### src/rtl/mem_port_arbiter.sv
// Arbitrates the single memory port between instruction fetch and load/store; 2-cycle minimum latency, +1 per wait state.
// Backpressure: requests stay held until their valid pulse; the stall outputs tell the hazard unit to freeze the stage.
module mem_port_arbiter #(
  parameter int ADDR_W       = 32,
  parameter int DATA_W       = 32,
  parameter int STARVE_LIMIT = 4
) (
  input  logic                clk,
  input  logic                rst_n,
  input  logic                if_req_i,
  input  logic [ADDR_W-1:0]   if_addr_i,
  output logic [DATA_W-1:0]   if_rdata_o,
  output logic                if_valid_o,
  input  logic                dm_req_i,
  input  logic                dm_we_i,
  input  logic [ADDR_W-1:0]   dm_addr_i,
  input  logic [DATA_W-1:0]   dm_wdata_i,
  input  logic [DATA_W/8-1:0] dm_be_i,
  output logic [DATA_W-1:0]   dm_rdata_o,
  output logic                dm_valid_o,
  output logic                mem_req_o,
  output logic                mem_we_o,
  output logic [ADDR_W-1:0]   mem_addr_o,
  output logic [DATA_W-1:0]   mem_wdata_o,
  output logic [DATA_W/8-1:0] mem_be_o,
  input  logic                mem_ready_i,
  input  logic [DATA_W-1:0]   mem_rdata_i,
  output logic                stall_f_o,
  output logic                stall_m_o
);

  localparam int BE_W  = DATA_W / 8;
  localparam int CNT_W = $clog2(STARVE_LIMIT + 1);

  typedef enum logic [1:0] {
    IDLE    = 2'd0,
    BUSY_IF = 2'd1,
    BUSY_DM = 2'd2
  } state_t;

  typedef struct packed {
    logic              we;
    logic [ADDR_W-1:0] addr;
    logic [DATA_W-1:0] wdata;
    logic [BE_W-1:0]   be;
  } cmd_t;

  state_t             state_q, state_d;
  cmd_t               cmd_q, cmd_d;
  logic               mem_req_q, mem_req_d;
  logic               if_valid_q, if_valid_d;
  logic               dm_valid_q, dm_valid_d;
  logic [DATA_W-1:0]  if_rdata_q, if_rdata_d;
  logic [DATA_W-1:0]  dm_rdata_q, dm_rdata_d;
  logic [CNT_W-1:0]   cnt_q, cnt_d;

  logic if_elig, dm_elig, starved, grant_if, grant_dm;

  // A requester whose valid is high this cycle is still holding the old request.
  assign if_elig  = if_req_i & ~if_valid_q;
  assign dm_elig  = dm_req_i & ~dm_valid_q;
  assign starved  = (cnt_q == CNT_W'(STARVE_LIMIT));
  assign grant_if = if_elig & (~dm_elig | starved);
  assign grant_dm = dm_elig & ~grant_if;

  always_comb begin
    state_d    = state_q;
    cmd_d      = cmd_q;
    mem_req_d  = mem_req_q;
    if_valid_d = 1'b0;
    dm_valid_d = 1'b0;
    if_rdata_d = if_rdata_q;
    dm_rdata_d = dm_rdata_q;
    cnt_d      = cnt_q;
    case (state_q)
      IDLE: begin
        if (grant_if) begin
          cmd_d.we    = 1'b0;
          cmd_d.addr  = if_addr_i;
          cmd_d.wdata = '0;
          cmd_d.be    = '1;
          mem_req_d   = 1'b1;
          cnt_d       = '0;
          state_d     = BUSY_IF;
        end else if (grant_dm) begin
          cmd_d.we    = dm_we_i;
          cmd_d.addr  = dm_addr_i;
          cmd_d.wdata = dm_wdata_i;
          cmd_d.be    = dm_be_i;
          mem_req_d   = 1'b1;
          state_d     = BUSY_DM;
          if (if_elig && !starved) begin
            cnt_d = cnt_q + CNT_W'(1);
          end
        end
      end
      BUSY_IF: begin
        if (mem_ready_i) begin
          mem_req_d  = 1'b0;
          if_valid_d = 1'b1;
          if_rdata_d = mem_rdata_i;
          state_d    = IDLE;
        end
      end
      BUSY_DM: begin
        if (mem_ready_i) begin
          mem_req_d  = 1'b0;
          dm_valid_d = 1'b1;
          if (!cmd_q.we) begin
            dm_rdata_d = mem_rdata_i;
          end
          state_d    = IDLE;
        end
      end
      default: begin
        mem_req_d = 1'b0;
        state_d   = IDLE;
      end
    endcase
  end

  always_ff @(posedge clk or negedge rst_n) begin
    if (!rst_n) begin
      state_q    <= IDLE;
      cmd_q      <= '0;
      mem_req_q  <= 1'b0;
      if_valid_q <= 1'b0;
      dm_valid_q <= 1'b0;
      if_rdata_q <= '0;
      dm_rdata_q <= '0;
      cnt_q      <= '0;
    end else begin
      state_q    <= state_d;
      cmd_q      <= cmd_d;
      mem_req_q  <= mem_req_d;
      if_valid_q <= if_valid_d;
      dm_valid_q <= dm_valid_d;
      if_rdata_q <= if_rdata_d;
      dm_rdata_q <= dm_rdata_d;
      cnt_q      <= cnt_d;
    end
  end

  assign mem_req_o   = mem_req_q;
  assign mem_we_o    = cmd_q.we;
  assign mem_addr_o  = cmd_q.addr;
  assign mem_wdata_o = cmd_q.wdata;
  assign mem_be_o    = cmd_q.be;
  assign if_valid_o  = if_valid_q;
  assign dm_valid_o  = dm_valid_q;
  assign if_rdata_o  = if_rdata_q;
  assign dm_rdata_o  = dm_rdata_q;
  assign stall_f_o   = if_req_i & ~if_valid_q;
  assign stall_m_o   = dm_req_i & ~dm_valid_q;

endmodule

### config.mk
export PLATFORM = sky130hd
export DESIGN_NAME = mem_port_arbiter
export DESIGN_NICKNAME = d
export VERILOG_FILES = /design/src/rtl/mem_port_arbiter.sv
export SDC_FILE = /design/constraint.sdc
export NUM_CORES = 1
export LEC_CHECK = 0
export CAP_MARGIN = 20
export CORE_AREA = 2 2 107 109
export DETAILED_ROUTE_END_ITERATION = 10
export DIE_AREA = 0 0 109 111
export DONT_BUFFER_PORTS = 1
export GPL_TIMING_DRIVEN = 0
export PLACE_DENSITY = 0.8
export RECOVER_POWER = 50
export SLEW_MARGIN = 20
export SYNTH_ARGS = -nofsm -noshare
export SYNTH_HDL_FRONTEND = slang
export SYNTH_SLANG_ARGS = --single-unit
### constraint.sdc
create_clock -name clk -period 2.6 [get_ports clk]
set_input_delay 0.52 -clock clk [delete_from_list [all_inputs] [get_ports clk]]
set_output_delay 0.52 -clock clk [all_outputs]
set_load 0.03 [all_outputs]
==> qor.yml <==
root_buffer: "clkbuf_16"
place_ws_ns: 0.731
io_buffer_count: 0
antenna_left: 0
final_cells: 613
synth_top_family_by_area: "compound AO/OA/AOI/OAI gates"
post-route-worst-setup-slack_ns: 0.693
period_share_pct: 73.4
drv_slew: 0
dr_total_vias: 3645
cp.required_ns: 2.08
place_hpwl_microns: 9710
intPower_w: 0.00626
cts.clk_slew.worst_paths_ns: 0.07
relSlewSlack_pct: 74.1
die_area_sq_um: 12100
dpl.cell_count: 581
post_cts_buffers: 0
rsz0062_at_grt: "no"
violations: "negative hold slack"
clkLatencyLatePin_ns: 0.41
initial_core_util_pct: 53.8
num-nets-final: 600
synth_cell_type_count: 31
powerDensity_nw_per_um2: 1710
outcome: "finished with violations"
startpoint: "if_valid_o"
grt_pass1_vias: 4034
crit_fanout: 7
tns_ns: 0
synth-seq-cells: 141
cts_resized: 0
start_kind: "flip-flop"
synthAdderAreaFrac_pct: 1.05
path_class: "flip-flop to output port"
rows: 39
power_frac_clock_pct: 21.4
grt_use_total_pct: 22.2
grt_first_pass_wirelength_microns: 20400
die-width_microns: 109
cts_tree: "built"
power_frac_comb_pct: 25.8
rr_worst_depth: 7
power.net_switching_w: 0.00532
syn_inst: 438
globalplace.congestion: 0.778
synthMuxAreaShare_pct: 12.3
coreArea_sq_um: 11100
ioPinCount: 276
synth_warnings: 0
postSynthAreaPerCell_sq_um: 13.6
r2r-end: "mem_wdata_o[23]"
clockBufferDepth: 2
cts-buffers-inserted: 17
vdd.ir_drop.worst_mv: 0.956
gr-total-overflow: 0
synth_compound_area_share_pct: 16.8
cp.arrival_ns: 1.39
hold_path.class: "input pin to asynchronous set/reset pin"
hold_ws_ns: -0.200
fmax_mhz: 524
antenna_found_initial: 0
final_hold_viol_count: 141
tightest_slew_ns: 0.388
antenna_cells: 0
leakagePower_nw: 2.98
power_switching_share_pct: 45.9
setup_viol: 0
htree_levels: 4
ys_top_cells_by_area: "dfrtp_1 59%, mux2_2 12%, a21oi_2 9.4%"
syn_area_sq_um: 5960
seqPwrFrac_pct: 52.8
reg2reg_from: "if_valid_o"
wl_per_cell_microns: 21.8
ys_seq_area_share_pct: 59.2
synth-simple-area-share_pct: 5.77
drc_errors: 0
drv_cap: 0
worstSetupEndpoint: "stall_f_o"
die-height_microns: 111
placed_area_sq_um: 6140
cp-end-kind: "output port"
finalCoreUtilization_pct: 61.0
synthXorXnorAreaFrac_pct: 0
syn-num-nets: 581
cts_sinks: 141
via_per_inst: 5.95
final_area_sq_um: 6750
totalWireLength_microns: 13400
fin_skew_ns: 0.00995
reg2reg_slack_ns: 0.74
yosysTopAreaCellShare_pct: 59.2
drive_above_1_share_pct: 41.5
dr.first_iter.drc_count: 227
area_growth_pct: 13.2
yosysTopAreaCell: "dfrtp_1"
dr.pass1.iters: 4
fin_crit_ns: 1.91
grt_max_degree: 142
-- critical path: stages, from the launching register on --
cell and delay [ns]:
dfrtp_1 0.49, nand2b_4 0.23, inv_2 0.25
-- cell usage after synthesis --
| library cell | instances |
|---|---|
| a22o_1 | 38 |
| buf_4 | 4 |
| a21oi_2 | 64 |
| nand2_1 | 35 |
| nor3_1 | 2 |
| buf_12 | 3 |
| ha_1 | 5 |
| a21oi_1 | 1 |
| clkbuf_1 | 1 |
| mux2_2 | 64 |
| nor2_8 | 1 |
| o22a_1 | 5 |
| buf_6 | 8 |
| o21a_1 | 1 |
| inv_2 | 1 |
| nand2b_4 | 2 |
| buf_2 | 10 |
| nand2b_1 | 1 |
| and2_1 | 2 |
| dfrtp_1 | 141 |
| o21ai_4 | 1 |
| o21ai_2 | 1 |
| a21boi_4 | 1 |
| o21ai_0 | 2 |
| mux2_1 | 1 |
| nor2b_1 | 1 |
| inv_1 | 5 |
| inv_4 | 1 |
| nand4_1 | 1 |
| nor2_1 | 33 |
| buf_8 | 2 |
-- area by class of cell --
cell class / instances / area, sq um
sequential: 141 / 3530
multi-input combinational: 262 / 2140
clock inverter: 14 / 171
inverter: 7 / 28.8
buffer: 28 / 264
fill: 843 / 4320
clock buffer: 18 / 439
tap: 143 / 179
-- registers in the layout (all words and copies together) (netlist names), 2 cells and up --
name	flops
cnt_q	3
dm_rdata_o	32
if_rdata_o	32
mem_addr_o	32
mem_be_o	4
mem_wdata_o	32
state_q	2
-- through the flow --
stage | hold WS (ns) | total power (W)
final | -0.200 | 0.0116
after global routing | -0.224 | 0.0121
after CTS | -0.217 | 0.0117
after detailed placement | 0.227 | 0.00916
after global placement | 0.228 | 0.00897
after floorplan | 0.224 | 0.00841
-- cells in the final DEF, fill, tap and decap left out, drive strengths merged --
cell type	n
a21oi	65
bufinv	2
clkinvlp	3
inv	15
nor3	2
a22o	38
a21boi	1
mux2	65
nand4	1
o21a	1
buf	27
nand2	35
o22a	5
ha	5
nand2b	3
dfrtp	141
nor2	34
nor2b	1
o21ai	4
clkinv	1
and2	2
clkbuf	19
-- how the worst min path moves through the flow --
stage / to / slack, ns / cells past startpoint
after floorplan: cnt_q[0] / 0.22 / 0
after global placement: if_rdata_o[12] / 0.23 / 0
after detailed placement: dm_rdata_o[14] / 0.23 / 0
after CTS: dm_rdata_o[14] / -0.22 / 0
after global routing: if_rdata_o[15] / -0.22 / 0
final: if_rdata_o[15] / -0.20 / 0
-- logic make-up after synthesis --
kind of cell    Yosys count
mux                      65
flops                   141
fa+ha+maj                 5
buf+inv                  35
simple gates             78
compound gates          114
-- metal layers --
| metal | vias to the layer above | wire (microns) | global-route usage [%] |
|---|---|---|---|
| li1 | 1584 | - | - |
| met1 | 1826 | 4740 | 24.0 |
| met2 | 213 | 6670 | 36.7 |
| met3 | 22 | 1670 | 11.0 |
| met4 | 0 | 297 | 8.89 |
| met5 | - | 0 | 0 |
-- power groups by stage --
stage | clock [W] | sequential [W] | combinational, W
after CTS | 0.00251 | 0.00612 | 0.00303
after global routing | 0.00262 | 0.00623 | 0.00330
final | 0.00248 | 0.00611 | 0.00299
after global placement | 0 | 0.00611 | 0.00285
after detailed placement | 0 | 0.00614 | 0.00302
after floorplan | 0 | 0.00586 | 0.00255
(Power assumes the default switching activity.)
